`src/rtl/ovrd_auto_gain.sv`:
```
`default_nettype none
// ==== ovrd_auto_gain : envelope-driven AGC producing overdrive's gain word, rev 1.0 ====
// Optional macro AGC_FAST_ATTACK_EN: overshoot halves the gain instead of stepping down 1 LSB.
module ovrd_auto_gain #(
   parameter int FXP_SIZE           = 16,
   parameter int BITS_PER_GAIN_FRAC = 4,
   parameter int HOLD_SAMPLES       = 256,
   parameter int RELEASE_DIV        = 64
) (
   input  logic                    clk,
   input  logic                    rst,
   input  logic                    i_valid,
   input  logic [2*FXP_SIZE-1:0]   i_sample,
   input  logic                    i_enable,
   input  logic [FXP_SIZE-1:0]     i_target,
   input  logic [FXP_SIZE-1:0]     i_gain_max,
   output logic [FXP_SIZE-1:0]     o_gain,
   output logic                    o_gain_valid,
   output logic [1:0]              o_state
);
   localparam int SW     = 2 * FXP_SIZE;
   localparam int HOLD_W = (HOLD_SAMPLES < 1) ? 1 : $clog2(HOLD_SAMPLES + 1);
   localparam int REL_W  = (RELEASE_DIV < 2) ? 1 : $clog2(RELEASE_DIV);

   localparam logic [FXP_SIZE-1:0] UNITY     = FXP_SIZE'(1) << BITS_PER_GAIN_FRAC;
   localparam logic [SW-1:0]       MAG_SAT   = {1'b0, {(SW-1){1'b1}}};
   localparam logic [HOLD_W-1:0]   HOLD_LOAD = HOLD_W'(HOLD_SAMPLES);
   localparam logic [REL_W-1:0]    REL_LAST  = REL_W'(RELEASE_DIV - 1);

   localparam logic [1:0] S_IDLE    = 2'd0;
   localparam logic [1:0] S_ATTACK  = 2'd1;
   localparam logic [1:0] S_HOLD    = 2'd2;
   localparam logic [1:0] S_RELEASE = 2'd3;

   logic [SW-1:0]       neg_sample;
   logic [SW-1:0]       abs_sample;
   logic [SW-1:0]       mag;
   logic                v1;

   logic [1:0]          state, state_nx;
   logic [FXP_SIZE-1:0] gain, gain_nx;
   logic [HOLD_W-1:0]   hold_cnt, hold_nx;
   logic [REL_W-1:0]    rel_cnt, rel_nx;
   logic                gain_valid;

   logic [FXP_SIZE-1:0] eff_max;
   logic [FXP_SIZE-1:0] atk_gain;
   logic [FXP_SIZE-1:0] up_gain;
   logic                overshoot;

   // Only the most-negative input still has its MSB set after negation.
   assign neg_sample = -i_sample;

   always_comb begin
      abs_sample = i_sample;
      if (i_sample[SW-1]) begin
         abs_sample = neg_sample[SW-1] ? MAG_SAT : neg_sample;
      end
   end

   always_ff @(posedge clk) begin
      if (!rst) begin
         mag <= '0;
         v1  <= 1'b0;
      end else begin
         v1 <= i_valid;
         if (i_valid) begin
            mag <= abs_sample;
         end
      end
   end

   assign eff_max   = (i_gain_max > UNITY) ? i_gain_max : UNITY;
   assign overshoot = mag > {{FXP_SIZE{1'b0}}, i_target};
   assign up_gain   = (gain < eff_max) ? gain + FXP_SIZE'(1) : eff_max;

`ifdef AGC_FAST_ATTACK_EN
   assign atk_gain = ((gain >> 1) > UNITY) ? (gain >> 1) : UNITY;
`else
   assign atk_gain = (gain > UNITY) ? gain - FXP_SIZE'(1) : UNITY;
`endif

   always_ff @(posedge clk) begin
      if (!rst) begin
         state      <= S_IDLE;
         gain       <= UNITY;
         hold_cnt   <= '0;
         rel_cnt    <= '0;
         gain_valid <= 1'b0;
      end else begin
         state      <= state_nx;
         gain       <= gain_nx;
         hold_cnt   <= hold_nx;
         rel_cnt    <= rel_nx;
         gain_valid <= (gain_nx != gain);
      end
   end

   // Enable edges act immediately; all envelope-driven moves wait for a stage-2 sample.
   always_comb begin
      state_nx = state;
      gain_nx  = gain;
      hold_nx  = hold_cnt;
      rel_nx   = rel_cnt;
      if (state == S_IDLE) begin
         gain_nx = UNITY;
         if (i_enable) begin
            state_nx = S_RELEASE;
            rel_nx   = '0;
         end
      end else if (!i_enable) begin
         state_nx = S_IDLE;
         gain_nx  = UNITY;
         hold_nx  = '0;
         rel_nx   = '0;
      end else if (v1) begin
         if (overshoot) begin
            gain_nx  = (atk_gain < eff_max) ? atk_gain : eff_max;
            hold_nx  = HOLD_LOAD;
            state_nx = S_ATTACK;
         end else begin
            case (state)
               S_ATTACK: state_nx = S_HOLD;
               S_HOLD: begin
                  if (hold_cnt <= HOLD_W'(1)) begin
                     state_nx = S_RELEASE;
                     hold_nx  = '0;
                     rel_nx   = '0;
                  end else begin
                     hold_nx = hold_cnt - HOLD_W'(1);
                  end
               end
               default: begin
                  if (rel_cnt == REL_LAST) begin
                     rel_nx  = '0;
                     gain_nx = up_gain;
                  end else begin
                     rel_nx = rel_cnt + REL_W'(1);
                  end
               end
            endcase
            if (gain > eff_max) begin
               gain_nx = eff_max;
            end
         end
      end
   end

   always_comb begin
      o_gain       = gain;
      o_gain_valid = gain_valid;
      o_state      = state;
   end

endmodule
`default_nettype wire

```
`config.mk`:
```
export PLATFORM = sky130hd
export DESIGN_NAME = ovrd_auto_gain
export DESIGN_NICKNAME = d
export VERILOG_FILES = /design/src/rtl/ovrd_auto_gain.sv
export SDC_FILE = /design/constraint.sdc
export NUM_CORES = 1
export LEC_CHECK = 0
export BUFFER_PORTS_ARGS = -buffer_cell sky130_fd_sc_hd__buf_2
export CAP_MARGIN = 0
export CORE_ASPECT_RATIO = 1.25
export CORE_MARGIN = 2
export CORE_UTILIZATION = 34
export CTS_CLUSTER_SIZE = 16
export DETAILED_ROUTE_END_ITERATION = 7
export SYNTH_ARGS = -nofsm -noshare
export SYNTH_HDL_FRONTEND = slang
export SYNTH_SLANG_ARGS = --single-unit
```
`constraint.sdc`:
```
create_clock -name clk -period 12 [get_ports clk]
set_input_delay 1.2 -clock clk [delete_from_list [all_inputs] [get_ports clk]]
set_output_delay 1.2 -clock clk [all_outputs]
set_load 0.01 [all_outputs]
```
==> impl_metrics.json <==
{
  "status": "finished, final reports clean",
  "nets": 1061,
  "endpoint_kind": "register",
  "clock_latency_ns": 0.34,
  "pin_count": 87,
  "grt_util_met1_pct": 25.1,
  "synth.top_cells.by_area": "dfxtp_1 20%, ha_1 11%, o21ai_0 6.0%",
  "drive_gt1_share_pct": 16.0,
  "most-common-layout-cells": "86 x buf_2, 79 x o21ai_0, 76 x nand2_1, 72 x nor2_1, 69 x a21oi_1",
  "postCtsResizedCells": 0,
  "grt-busiest-layer": "met2",
  "coreArea_um2": 18800,
  "period_share_pct": 47.3,
  "cp.arrival_ns": 5.92,
  "maxSlewViolCount": 0,
  "cts_sinks": 66,
  "cp_max_fo": 13,
  "final_area_um2": 7430,
  "synth.largest_area_cell": "dfxtp_1",
  "p_leak_nw": 3.15,
  "start_util_pct": 34.9,
  "cts-root-buf": "clkbuf_16",
  "yosysSeqAreaShare_pct": 20.1,
  "path_clk_slew_ns": 0.06,
  "period_needed_ns": 5.68,
  "hpwl_um": 17100,
  "routed_via_density": 6.06,
  "grt_overflow": 0,
  "postCtsHoldBufs": 0,
  "die-area_um2": 20500,
  "portBuffers": 86,
  "clockBufferDepth": 2,
  "layout_commonest_cell": "buf_2",
  "cts_buffers": 9,
  "first_iter_violations": 538,
  "grt_pass1_wl_um": 35300,
  "syn_avg_cell_area_um2": 7.49,
  "setup_violations": 0,
  "critPathRequiredTime_ns": 12.25,
  "rsz0062_at_grt": "false",
  "h-tree-depth": 3,
  "post-cts-setup-buffers": 0,
  "rows": 56,
  "fmax_mhz": 176,
  "grt_max_degree": 41,
  "async_flop_share_pct": 0,
  "powerDensity_nw_per_um2": 94.7,
  "die_h_um": 159,
  "grt_pass1_vias": 6725,
  "met3_usage_pct": 2.49,
  "synth_edf_count": 0,
  "fp.dieW_um": 128,
  "wl_um": 22600,
  "fin_tns_setup_ns": 0,
  "dp_cells": 1158,
  "postSynthRegisterBits": 66,
  "synth_cell_type_count": 81,
  "rrSetupSlack_ns": 6.32,
  "hold_path_class": "register to register",
  "grtUsageTotal_pct": 21.7,
  "hold_viol_final": 0,
  "placed_area_um2": 7150,
  "wl_per_cell_um": 19.2,
  "drc": 0,
  "ys_warn_count": 0,
  "dr.pass1.iters": 5,
  "vias": 7115,
  "met2_usage_pct": 38.3,
  "clock_skew_ns": 0.0105,
  "worstMarginPinSlew_ns": 0.931,
  "maxCapViolations": 0,
  "syn_nets": 1002,
  "ant_nets": 0,
  "n_fill_cell": 2017,
  "place_congestion": 0.959,
  "synth_area_um2": 6570,
  "final_cell_count_no_fill": 1174,
  "path_class": "register to register",
  "antenna_found_initial": 0,
  "postSynthCellCount": 878,
  "p_total_w": 0.000704,
  "slew_headroom_pct": 37.0,
  "ir_drop_v": 0.0000581,
  "post-synth-top-area-fraction_pct": 20.1,
  "start_kind": "register",
  "syn2layout_area_growth_pct": 13.0,
  "cts_tree": "done",
  "synthFlopType": "dfxtp_1",
  "n_antenna_cell": 0
}
-- registers in the layout, summed over array words and instances, names as in the netlist --
register,cells
o_gain_valid,1
rel_cnt,6
hold_cnt,9
v1,1
o_state,2
o_gain,16
mag,31
-- through the flow --
stage | worst slack, ns | util (%) | hold slack, ns
after floorplan | 7.41 | - | 0.449
after global placement | 6.20 | 37.9 | 0.466
after detailed placement | 6.13 | 37.9 | 0.466
after CTS | 6.46 | 39.4 | 0.474
after global routing | 5.96 | 39.4 | 0.500
final | 6.32 | 39.4 | 0.471
-- path summary, 6_finish.rpt --
| path | from | endpoint | cells past startpoint |
|---|---|---|---|
| min reg2reg | hold_cnt[5] | hold_cnt[5] | 2 |
| max reg2reg | o_gain[0] | o_gain_valid | 18 |
| min | hold_cnt[5] | hold_cnt[5] | 2 |
| max | o_gain[0] | o_gain_valid | 18 |
-- synth_stat cells, types with 5 or more instances --
cell and number:
a2111oi_0 7, a22oi_1 5, inv_1 52, buf_6 5, xor2_1 33, clkbuf_1 39, nor4_1 16, mux2i_1 16
dfxtp_1 66, o31ai_1 9, nand2_1 76, a21o_1 11, nand4_1 15, a32oi_1 5, o211a_1 5, a21oi_1 69
xnor2_1 11, ha_1 56, a21oi_2 12, a211oi_1 13, and2_1 6, nor3_1 22, or3_1 17, o21ai_0 79
a31oi_1 10, o2111ai_1 6, nor2_1 72, o21a_1 9, nand3_1 17, o211ai_1 9, or4_1 5, nand2b_1 9
-- layer usage --
metal	part of all wire, %	vias to the layer above
li1	-	3406
met1	39	3263
met2	49	357
met3	6.1	89
met4	5.6	0
met5	0	-
-- final cells by class --
| class | instances | area (um2) | share of cell area (%) |
|---|---|---|---|
| clock buffers | 9 | 225 | 3.03 |
| well taps | 232 | 290 | 3.91 |
| clock inverters | 7 | 58.8 | 0.791 |
| multi-input cells | 711 | 4830 | 65.0 |
| repair buffers | 97 | 513 | 6.90 |
| flip-flops and latches | 66 | 1320 | 17.8 |
| inverters | 52 | 195 | 2.63 |
-- report_power, final --
group | switching (W) | total (W) | leakage, nW | internal, W
clock network | 0.000105 | 0.000248 | 0.133 | 0.000143
logic | 0.000131 | 0.000209 | 2.48 | 0.0000777
registers | 0.0000132 | 0.000247 | 0.541 | 0.000234
total | 0.000250 | 0.000704 | 3.15 | 0.000454
-- cell families (layout without fill, tap and decap cells) --
logic type	Yosys count	in the layout	synth area share [%]
xor+xnor	44	44	5.86
flops	66	66	20.1
fa+ha+maj	56	56	10.7
compound gates	305	305	31.5
mux	17	17	2.61
simple gates	289	289	22.8
buf+inv	101	165	6.47
-- critical path, cell delays in order, from the launching register on --
cell	delay (ns)
dfxtp_1	0.49
inv_1	0.25
ha_1	0.28
nor4b_1	0.78
nand2_1	0.19
nor3_1	0.28
xnor2_1	0.16
nor2_1	0.08
ha_1	0.29
and4_1	0.21
nand2b_1	0.09
nor3_1	0.54
o311a_4	0.41
nor2_8	0.09
a21oi_1	0.29
nor2_1	0.10
o311ai_0	0.73
nor4b_2	0.12
a41oi_1	0.20
No activity file was read; power rests on OpenSTA's default activity.
